==> config.mk <==
export PLATFORM = sky130hd
export DESIGN_NAME = uart_cmd_deframer
export DESIGN_NICKNAME = d
export VERILOG_FILES = /design/src/rtl/uart_frame_pkg.sv /design/src/rtl/uart_frame_timer.sv /design/src/rtl/uart_cmd_deframer.sv
export SDC_FILE = /design/constraint.sdc
export NUM_CORES = 1
export LEC_CHECK = 0
export BUFFER_PORTS_ARGS = -buffer_cell sky130_fd_sc_hd__buf_4
export CORE_ASPECT_RATIO = 1.75
export CORE_UTILIZATION = 50
export DETAILED_ROUTE_END_ITERATION = 8
export GPL_TIMING_DRIVEN = 0
export HOLD_SLACK_MARGIN = 0.12
export PLACE_DENSITY = 0.84
export SLEW_MARGIN = 20
export SYNTH_ARGS = -nofsm -noshare
export SYNTH_HDL_FRONTEND = slang
export SYNTH_HIERARCHICAL = 1
export SYNTH_SLANG_ARGS = --single-unit
==> constraint.sdc <==
create_clock -name clk -period 2.3 [get_ports clk]
set_input_delay 0.23 -clock clk [delete_from_list [all_inputs] [get_ports clk]]
set_output_delay 0.23 -clock clk [all_outputs]
set_load 0.005 [all_outputs]
==> src/rtl/uart_frame_pkg.sv <==
// Shared encodings for the UART command deframer: opcodes, command types,
// error causes and FSM states.
package uart_frame_pkg;

    localparam logic [7:0] OP_REG_WR  = 8'hAA;
    localparam logic [7:0] OP_REG_RD  = 8'hBB;
    localparam logic [7:0] OP_ALU_OP  = 8'hCC;
    localparam logic [7:0] OP_ALU_NOP = 8'hDD;

    typedef enum logic [1:0] {
        CMD_REG_WR  = 2'd0,
        CMD_REG_RD  = 2'd1,
        CMD_ALU_OP  = 2'd2,
        CMD_ALU_NOP = 2'd3
    } cmd_type_e;

    typedef enum logic [1:0] {
        ERR_LINE       = 2'd0,
        ERR_BAD_OPCODE = 2'd1,
        ERR_TIMEOUT    = 2'd2,
        ERR_OVERRUN    = 2'd3
    } err_code_e;

    typedef enum logic [2:0] {
        ST_IDLE     = 3'd0,
        ST_GET_ADDR = 3'd1,
        ST_GET_DATA = 3'd2,
        ST_GET_OPA  = 3'd3,
        ST_GET_OPB  = 3'd4,
        ST_GET_FUN  = 3'd5,
        ST_ISSUE    = 3'd6
    } state_e;

endpackage

==> src/rtl/uart_frame_timer.sv <==
// Inter-byte timeout: down-counter reloaded on clear, expire at terminal count zero.
// Expire is asserted in the TIMEOUT_CYC-th consecutive enabled cycle after a clear.
module uart_frame_timer #(
    parameter int TIMEOUT_CYC = 4096
) (
    input  logic clk,
    input  logic rst,
    input  logic clear,
    input  logic enable,
    output logic expire
);
    import uart_frame_pkg::*;

    localparam int CNT_W = (TIMEOUT_CYC > 2) ? $clog2(TIMEOUT_CYC) : 1;
    localparam logic [CNT_W-1:0] LOAD = CNT_W'(TIMEOUT_CYC - 1);

    logic [CNT_W-1:0] cnt;

    always_ff @(posedge clk) begin
        if (rst || clear) begin
            cnt <= LOAD;
        end else if (enable && (cnt != '0)) begin
            cnt <= cnt - 1'b1;
        end
    end

    assign expire = (cnt == '0);

endmodule

==> src/rtl/uart_cmd_deframer.sv <==
// Assembles UART bytes into register/ALU commands and hands them to the
// controller over valid/ready; dropped frames are reported on frame_err/err_code.
//
// state       | meaning
// ST_IDLE     | waiting for an opcode byte
// ST_GET_ADDR | REG_WR/REG_RD: waiting for address byte
// ST_GET_DATA | REG_WR: waiting for write data byte
// ST_GET_OPA  | ALU_OP: waiting for operand A
// ST_GET_OPB  | ALU_OP: waiting for operand B
// ST_GET_FUN  | ALU_OP/ALU_NOP: waiting for function byte
// ST_ISSUE    | command presented, waiting for cmd_ready
module uart_cmd_deframer
    import uart_frame_pkg::*;
#(
    parameter int ADDR_W      = 4,
    parameter int FUN_W       = 4,
    parameter int TIMEOUT_CYC = 4096
) (
    input  logic              clk,
    input  logic              rst,
    input  logic [7:0]        rx_data,
    input  logic              rx_valid,
    input  logic              par_err,
    input  logic              stp_err,
    output logic              cmd_valid,
    input  logic              cmd_ready,
    output logic [1:0]        cmd_type,
    output logic [ADDR_W-1:0] cmd_addr,
    output logic [7:0]        cmd_wdata,
    output logic [7:0]        cmd_op_a,
    output logic [7:0]        cmd_op_b,
    output logic [FUN_W-1:0]  cmd_fun,
    output logic              frame_err,
    output logic [1:0]        err_code,
    output logic              busy
);

    state_e            state;
    cmd_type_e         kind_q;
    logic [ADDR_W-1:0] addr_q;
    logic [7:0]        opa_q;
    logic [7:0]        opb_q;
    logic              in_frame;
    logic              tmr_expire;

    assign in_frame = (state != ST_IDLE) && (state != ST_ISSUE);

    uart_frame_timer #(
        .TIMEOUT_CYC (TIMEOUT_CYC)
    ) u_timer (
        .clk    (clk),
        .rst    (rst),
        .clear  (rx_valid || !in_frame),
        .enable (in_frame),
        .expire (tmr_expire)
    );

    assign cmd_valid = (state == ST_ISSUE);
    assign busy      = (state != ST_IDLE);

    always_ff @(posedge clk) begin
        if (rst) begin
            state     <= ST_IDLE;
            kind_q    <= CMD_REG_WR;
            addr_q    <= '0;
            opa_q     <= '0;
            opb_q     <= '0;
            cmd_type  <= '0;
            cmd_addr  <= '0;
            cmd_wdata <= '0;
            cmd_op_a  <= '0;
            cmd_op_b  <= '0;
            cmd_fun   <= '0;
            frame_err <= 1'b0;
            err_code  <= '0;
        end else begin
            frame_err <= 1'b0;
            if (rx_valid) begin
                if (state == ST_ISSUE) begin
                    // Pending command wins; any byte here, clean or not, is an overrun.
                    frame_err <= 1'b1;
                    err_code  <= ERR_OVERRUN;
                    if (cmd_ready) begin
                        state <= ST_IDLE;
                    end
                end else if (par_err || stp_err) begin
                    frame_err <= 1'b1;
                    err_code  <= ERR_LINE;
                    state     <= ST_IDLE;
                end else begin
                    case (state)
                        ST_IDLE: begin
                            case (rx_data)
                                OP_REG_WR: begin
                                    kind_q <= CMD_REG_WR;
                                    state  <= ST_GET_ADDR;
                                end
                                OP_REG_RD: begin
                                    kind_q <= CMD_REG_RD;
                                    state  <= ST_GET_ADDR;
                                end
                                OP_ALU_OP: begin
                                    kind_q <= CMD_ALU_OP;
                                    state  <= ST_GET_OPA;
                                end
                                OP_ALU_NOP: begin
                                    kind_q <= CMD_ALU_NOP;
                                    state  <= ST_GET_FUN;
                                end
                                default: begin
                                    frame_err <= 1'b1;
                                    err_code  <= ERR_BAD_OPCODE;
                                end
                            endcase
                        end
                        ST_GET_ADDR: begin
                            if (kind_q == CMD_REG_WR) begin
                                addr_q <= rx_data[ADDR_W-1:0];
                                state  <= ST_GET_DATA;
                            end else begin
                                cmd_type <= kind_q;
                                cmd_addr <= rx_data[ADDR_W-1:0];
                                state    <= ST_ISSUE;
                            end
                        end
                        ST_GET_DATA: begin
                            cmd_type  <= kind_q;
                            cmd_addr  <= addr_q;
                            cmd_wdata <= rx_data;
                            state     <= ST_ISSUE;
                        end
                        ST_GET_OPA: begin
                            opa_q <= rx_data;
                            state <= ST_GET_OPB;
                        end
                        ST_GET_OPB: begin
                            opb_q <= rx_data;
                            state <= ST_GET_FUN;
                        end
                        ST_GET_FUN: begin
                            cmd_type <= kind_q;
                            cmd_fun  <= rx_data[FUN_W-1:0];
                            if (kind_q == CMD_ALU_OP) begin
                                cmd_op_a <= opa_q;
                                cmd_op_b <= opb_q;
                            end
                            state <= ST_ISSUE;
                        end
                        default: state <= ST_IDLE;
                    endcase
                end
            end else if (state == ST_ISSUE) begin
                if (cmd_ready) begin
                    state <= ST_IDLE;
                end
            end else if (in_frame && tmr_expire) begin
                frame_err <= 1'b1;
                err_code  <= ERR_TIMEOUT;
                state     <= ST_IDLE;
            end
        end
    end

endmodule
==> flow_metrics.py, run 1 <==
metrics = {
    "worst_hold_path": {
        "whs_path_depth": 3,
        "whs_endpoint": "opb_q[6]",
        "min_from": "rx_data[6]",
        "min_path_type": "input port to register",
    },
    "logic_synthesis": {
        "syn-cell-area_um2": 3310,
        "synthCells": 355,
        "synth-main-ff-cell": "dfxtp_1",
        "async_flop_share_pct": 0,
        "yosysUniqueCellTypes": 61,
        "syn_area_per_cell_um2": 9.32,
        "synth_edf_count": 0,
        "ys_ff_latch": 74,
        "yosysWarnings": 6,
        "syn_nets": 370,
        "seq_area_frac_synth_pct": 44.8,
    },
    "global_routing": {
        "grt_pass1_vias": 2775,
        "antenna_found_initial": 0,
        "grt_overflow_total": 0,
        "grt_pass1_wl_mm": 13.0,
        "grt_usage_pct": 24.5,
        "grt_max_degree": 14,
    },
    "power": {
        "irDropWorstVdd_mv": 0.714,
        "switchingPower_uw": 614,
        "seqPwrFrac_pct": 52.8,
        "p_sw_share_pct": 25.1,
        "pwr_density_cell_nw_per_um2": 610,
        "pwr-share-comb_pct": 6.5,
        "p_int_mw": 1.84,
        "power.leakage_nw": 1.60,
        "pwr-share-clk_pct": 40.7,
    },
    "setup_path": {
        "reg2reg_slack_ns": 0.18,
        "r2r_end": "u_timer/cnt[9]",
        "required_ns": 2.59,
        "worstSetupPathType": "register to register",
        "r2r_start": "state[0]",
        "worst-path-buf-inv": 2,
        "cp-start-kind": "register",
        "path_max_fanout": 10,
        "cp_top_family": "simple AND/OR/NAND/NOR gates",
        "reg2reg_depth": 7,
        "critPathArrivalTime_ns": 2.41,
        "slowest_delay_ns": 0.47,
        "cp-end-kind": "register",
        "cp_slowest_cell": "dfxtp_1",
        "crit_chain": "clkbuf_2 -> nor2_1 -> inv_1 -> nor4b_4 -> o311ai_4 -> or4_1 -> nand3_1",
    },
    "floorplan": {
        "io_pins": 53,
        "die-height_um": 110,
        "die_w_um": 63.5,
        "rows": 38,
        "core_um2": 6280,
        "die_area_um2": 6960,
        "initial_core_util_pct": 52.7,
    },
    "final_layout": {
        "area_delta_synth_final_pct": 21.4,
        "final_layout_size_suffix_gt1_share_pct": 21.9,
        "fin_area_um2": 4020,
        "final_common_cell": "dfxtp_1",
        "final_nets": 431,
        "mostFrequentLayoutCells": "74 x dfxtp_1, 54 x nor2_1, 52 x buf_4",
        "diodes": 0,
        "final_util_pct": 64.0,
    },
    "place": {
        "io_buffers": 50,
        "place_area_um2": 3780,
        "gp_congestion": 0.905,
        "dp_hpwl_mm": 5.80,
    },
    "sta": {
        "max_clock_freq_mhz": 472,
        "fin_skew_ns": 0.0113,
        "slew_headroom_pct": 55.4,
        "setup_viol": 0,
        "hold_violations": 0,
        "min_period_over_period_pct": 92.2,
        "tightestPinTransition_ns": 0.665,
        "rsz0062_at_grt": "false",
        "slew_violations": 0,
        "period_needed_ns": 2.12,
    },
    "cts": {
        "cts_buffers": 9,
        "path_clk_slew_ns": 0.08,
        "clk_latency_ns": 0.36,
        "cts.sinks": 74,
        "cts_tree": "built",
        "clockBufferDepth": 2,
        "cts-root-buf": "clkbuf_8",
        "cts_hold_buffers": 0,
        "cts_max_level": 3,
    },
    "routing": {
        "first_pass_iters": 5,
        "postRouteAntennaNets": 0,
        "post_drt_wl_per_cell_um": 16.1,
        "routed_wl_mm": 8.05,
        "avgViaCountPerCell": 5.75,
        "drt_iter0_drc": 116,
        "drc": 0,
        "vias": 2882,
    },
    "outcome": {
        "status": "complete, no violations",
    },
    "job": {
        "drv_cap": 0,
    },
}
## power by group through the flow
stage / Sequential [mW] / Clock, mW / Combinational, mW
3_3_place_gp: 1.32 / 0 / 0.154
6_report: 1.29 / 0.996 / 0.160
2_1_floorplan: 1.32 / 0 / 0.0870
3_5_place_dp: 1.32 / 0 / 0.156
5_1_grt: 1.29 / 1.06 / 0.174
4_1_cts: 1.29 / 1.01 / 0.157
## routing by layer
layer	share of wire (%)	vias up	GRT usage (%)
li1	-	1397	-
met3	3.3	25	4.98
met5	0	-	0
met1	39	1379	24.9
met4	4.1	0	16.9
met2	54	81	44.3
## final cells by class
cell class                      instances  area [um2]
Fill cell                             526        2260
Multi-Input combinational cell        250        1720
Sequential cell                        74        1480
Timing Repair Buffer                   51         383
Clock buffer                           12         165
Buffer                                 21         103
Tap cell                               80         100
Clock inverter                          4        33.8
Inverter                                9        33.8
## cell families (layout without fill, tap and decap cells)
kind of cell | count (synthesis) | count (layout) | share of synthesized area, %
flip-flops | 74 | 74 | 44.8
XOR/XNOR | 6 | 6 | 1.59
adder cells (fa/ha/maj) | 1 | 1 | 0.378
AND/OR/NAND/NOR | 134 | 134 | 22.2
AO/OA/AOI/OAI | 65 | 65 | 13.6
multiplexers | 44 | 44 | 13.3
buffers and inverters | 31 | 97 | 4.20
## synthesized netlist by cell type, types with 2 or more instances
library cell,instances,area (um2)
a21oi_1,21,105
a31oi_1,2,12.5
nor2b_1,2,12.5
mux2i_1,44,440
nor3b_1,2,15.0
nor3b_2,2,25.0
or2_2,2,12.5
nor3_1,7,35.0
a21o_1,2,15.0
and2_1,2,12.5
nor2_1,54,203
nand2_1,19,71.3
nand3_1,14,70.1
buf_2,3,15.0
and3_1,2,12.5
a311oi_1,4,35.0
o211ai_1,4,30.0
or4_1,2,15.0
nor4_1,2,12.5
o21ai_1,5,25.0
nand4bb_1,2,22.5
o21ai_0,8,40.0
or3_1,3,18.8
nand2b_1,4,25.0
o31ai_1,2,15.0
or4b_1,2,20.0
clkbuf_1,16,60.1
xor2_1,5,43.8
dfxtp_1,74,1480
o22ai_1,2,12.5
buf_6,2,22.5
inv_1,9,33.8
a221oi_1,2,17.5
o2111ai_1,2,17.5
## worst min-delay path, stage by stage
cell and delay [ns]:
buf_4 0.11, mux2i_1 0.06, nor2_1 0.07
## flip-flops by register name, summed over array words and instances (netlist names), 2 cells and up
register,count
addr_q,4
cmd_addr,4
cmd_fun,4
cmd_op_a,8
cmd_op_b,8
cmd_type,2
cmd_wdata,8
err_code,2
kind_q,2
opa_q,8
opb_q,8
state,3
u_timer/cnt,12
## repair_timing
item,4_1_cts,5_1_grt
endpoints found under the setup margin,2,4
resized for setup,3,4
pin swaps,0,1
buffers inserted,0,1
## per-stage QoR
stage / TNS (ns) / hold slack, ns / power [mW] / std cells / setup WS (ns)
floorplan: 0 / 0.374 / 1.41 / 355 / 0.136
CTS: 0 / 0.141 / 2.46 / 501 / 0.00339
global placement: -0.158 / 0.449 / 1.48 / 485 / -0.0941
global route: 0 / 0.172 / 2.53 / 501 / 0.00637
finish: 0 / 0.155 / 2.45 / 501 / 0.180
detailed placement: -0.211 / 0.453 / 1.48 / 485 / -0.134
## how the worst max path moves through the flow
stage	from	end	depth (start not counted)
final	state[0]	u_timer/cnt[9]	7
after global routing	state[0]	u_timer/cnt[9]	7
after CTS	state[0]	u_timer/cnt[9]	8
after detailed placement	u_timer/cnt[0]	err_code[0]	8
after global placement	u_timer/cnt[0]	err_code[0]	8
after floorplan	u_timer/cnt[0]	err_code[0]	8
Power figures use the tool's default switching activity.
==> run 2, diff against run 1 <==
--- a/config.mk
+++ b/config.mk
@@ -6,7 +6,7 @@
 export NUM_CORES = 1
 export LEC_CHECK = 0
 export BUFFER_PORTS_ARGS = -buffer_cell sky130_fd_sc_hd__buf_4
-export CORE_ASPECT_RATIO = 1.75
+export CORE_ASPECT_RATIO = 0.8
 export CORE_UTILIZATION = 50
 export DETAILED_ROUTE_END_ITERATION = 8
 export GPL_TIMING_DRIVEN = 0
==> flow_metrics.py, run 2 (synthesis gave the netlist of run 1 again) <==
metrics = {
    "sta": {
        "rsz0062_at_grt": "false",
        "tightestPinTransition_ns": 0.702,
        "fin_skew_ns": 0.00902,
        "slew_headroom_pct": 52.0,
        "setup_viol": 0,
        "min_period_over_period_pct": 92.7,
        "period_needed_ns": 2.13,
        "slew_violations": 0,
        "hold_violations": 0,
        "max_clock_freq_mhz": 469,
        "fin_ws_ns": 0.167,
    },
    "final_layout": {
        "final_nets": 431,
        "final_common_cell": "dfxtp_1",
        "diodes": 0,
        "mostFrequentLayoutCells": "74 x dfxtp_1, 54 x nor2_1, 52 x buf_4",
        "final_layout_size_suffix_gt1_share_pct": 22.1,
        "largest_reg_flops": 12,
        "fin_area_um2": 4010,
        "regMostFlops": "u_timer/cnt",
        "n_fill_cell": 545,
        "area_delta_synth_final_pct": 21.3,
    },
    "floorplan": {
        "io_pins": 53,
        "initial_core_util_pct": 51.9,
        "die-height_um": 74.8,
        "core_um2": 6380,
        "die_w_um": 93.0,
        "die_area_um2": 6950,
        "rows": 26,
    },
    "cts": {
        "clockBufferDepth": 2,
        "cts_buffers": 9,
        "clk_latency_ns": 0.37,
        "cts_max_level": 3,
        "cts_hold_buffers": 0,
        "cts.sinks": 74,
        "path_clk_slew_ns": 0.09,
        "cts_tree": "built",
        "cts-root-buf": "clkbuf_8",
    },
    "power": {
        "pwr_density_cell_nw_per_um2": 605,
        "irDropWorstVdd_mv": 0.414,
        "seqPwrFrac_pct": 53.3,
        "pwr-share-clk_pct": 40.2,
        "pwr-share-comb_pct": 6.5,
        "p_int_mw": 1.77,
        "p_sw_share_pct": 27.2,
        "switchingPower_uw": 661,
        "power.leakage_nw": 1.60,
    },
    "routing": {
        "vias": 2904,
        "avgViaCountPerCell": 5.75,
        "first_pass_iters": 4,
        "drc": 0,
        "drt_iter0_drc": 149,
        "routed_wl_mm": 7.88,
        "post_drt_wl_per_cell_um": 15.6,
        "postRouteAntennaNets": 0,
    },
    "global_routing": {
        "top_usage_layer": "met2",
        "grt_pass1_wl_mm": 12.6,
        "globalRouteMet1Util_pct": 30.3,
        "grt_pass1_vias": 2661,
        "antenna_found_initial": 0,
        "grt_max_degree": 17,
        "grt_overflow_total": 0,
        "grt_use_met2_pct": 38.0,
        "use_met3_pct": 7.27,
        "grt_usage_pct": 23.8,
    },
    "place": {
        "place_area_um2": 3790,
        "dp_hpwl_mm": 5.60,
        "dp_slack_ns": -0.253,
        "io_buffers": 50,
        "gp_congestion": 0.894,
    },
    "worst_hold_path": {
        "min_path_type": "input port to register",
    },
    "setup_path": {
        "worstSetupPathType": "register to register",
        "required_ns": 2.57,
        "critPathArrivalTime_ns": 2.41,
        "path_max_fanout": 5,
        "cp-start-kind": "register",
        "cp-end-kind": "register",
    },
    "outcome": {
        "status": "complete, no violations",
    },
    "job": {
        "drv_cap": 0,
    },
}
-- run 2: path summary, 6_finish.rpt --
check                                     from            to  slack, ns  depth (start not counted)
worst min register to register    cmd_wdata[7]  cmd_wdata[7]       0.47                          2
worst max-delay path            u_timer/cnt[0]   err_code[0]       0.17                          8
worst min-delay path                rx_data[6]      opb_q[6]       0.15                          3
worst max register to register  u_timer/cnt[0]   err_code[0]       0.17                          8
-- run 2: area by class of cell --
cell class	instances	area, um2	area share, %
Inverter	9	33.8	0.842
Clock buffer	9	124	3.09
Timing Repair Buffer	51	383	9.54
Clock inverter	7	63.8	1.59
Tap cell	84	105	2.62
Sequential cell	74	1480	36.9
Multi-Input combinational cell	250	1720	42.9
Buffer	21	103	2.56
-- run 2: worst max-delay path, cell delays in order (launching register included) --
cell and delay (ns):
dfxtp_1 0.37, inv_1 0.08, ha_2 0.20, or3b_4 0.43, nor3_4 0.25, nor2_1 0.14, o22ai_2 0.13, o211ai_1 0.13
a221oi_1 0.30
-- run 2: power groups by stage --
stage	Combinational (mW)	Sequential, mW	Clock (mW)
2_1_floorplan	0.0870	1.32	0
3_3_place_gp	0.149	1.32	0
3_5_place_dp	0.153	1.32	0
4_1_cts	0.153	1.29	0.992
5_1_grt	0.170	1.30	1.05
6_report	0.157	1.29	0.977
-- run 2: per-stage QoR --
step           hold slack [ns]  utilization [%]  instances  power (mW)  setup TNS (ns)
2_1_floorplan            0.374                -        355        1.41               0
3_3_place_gp             0.446             59.4        489        1.47          -0.118
3_5_place_dp             0.458             59.4        489        1.48          -0.359
4_1_cts                  0.141             62.6        505        2.44               0
5_1_grt                  0.147             63.0        505        2.51               0
6_report                 0.151             63.0        505        2.43               0
-- run 2: timing repair --
action                                 CTS  global route
endpoints found under the hold margin    0             0
gates resized for setup                  4             4
pin swaps                                1             1
setup endpoints to repair                5             2
buffers inserted                         0             1
-- run 2: routing by layer --
metal  vias to the layer above  wire length [um]
met2                       102              3590
met3                        17               542
li1                       1395                 -
met4                         0               144
met5                         -                 0
met1                      1390              3600
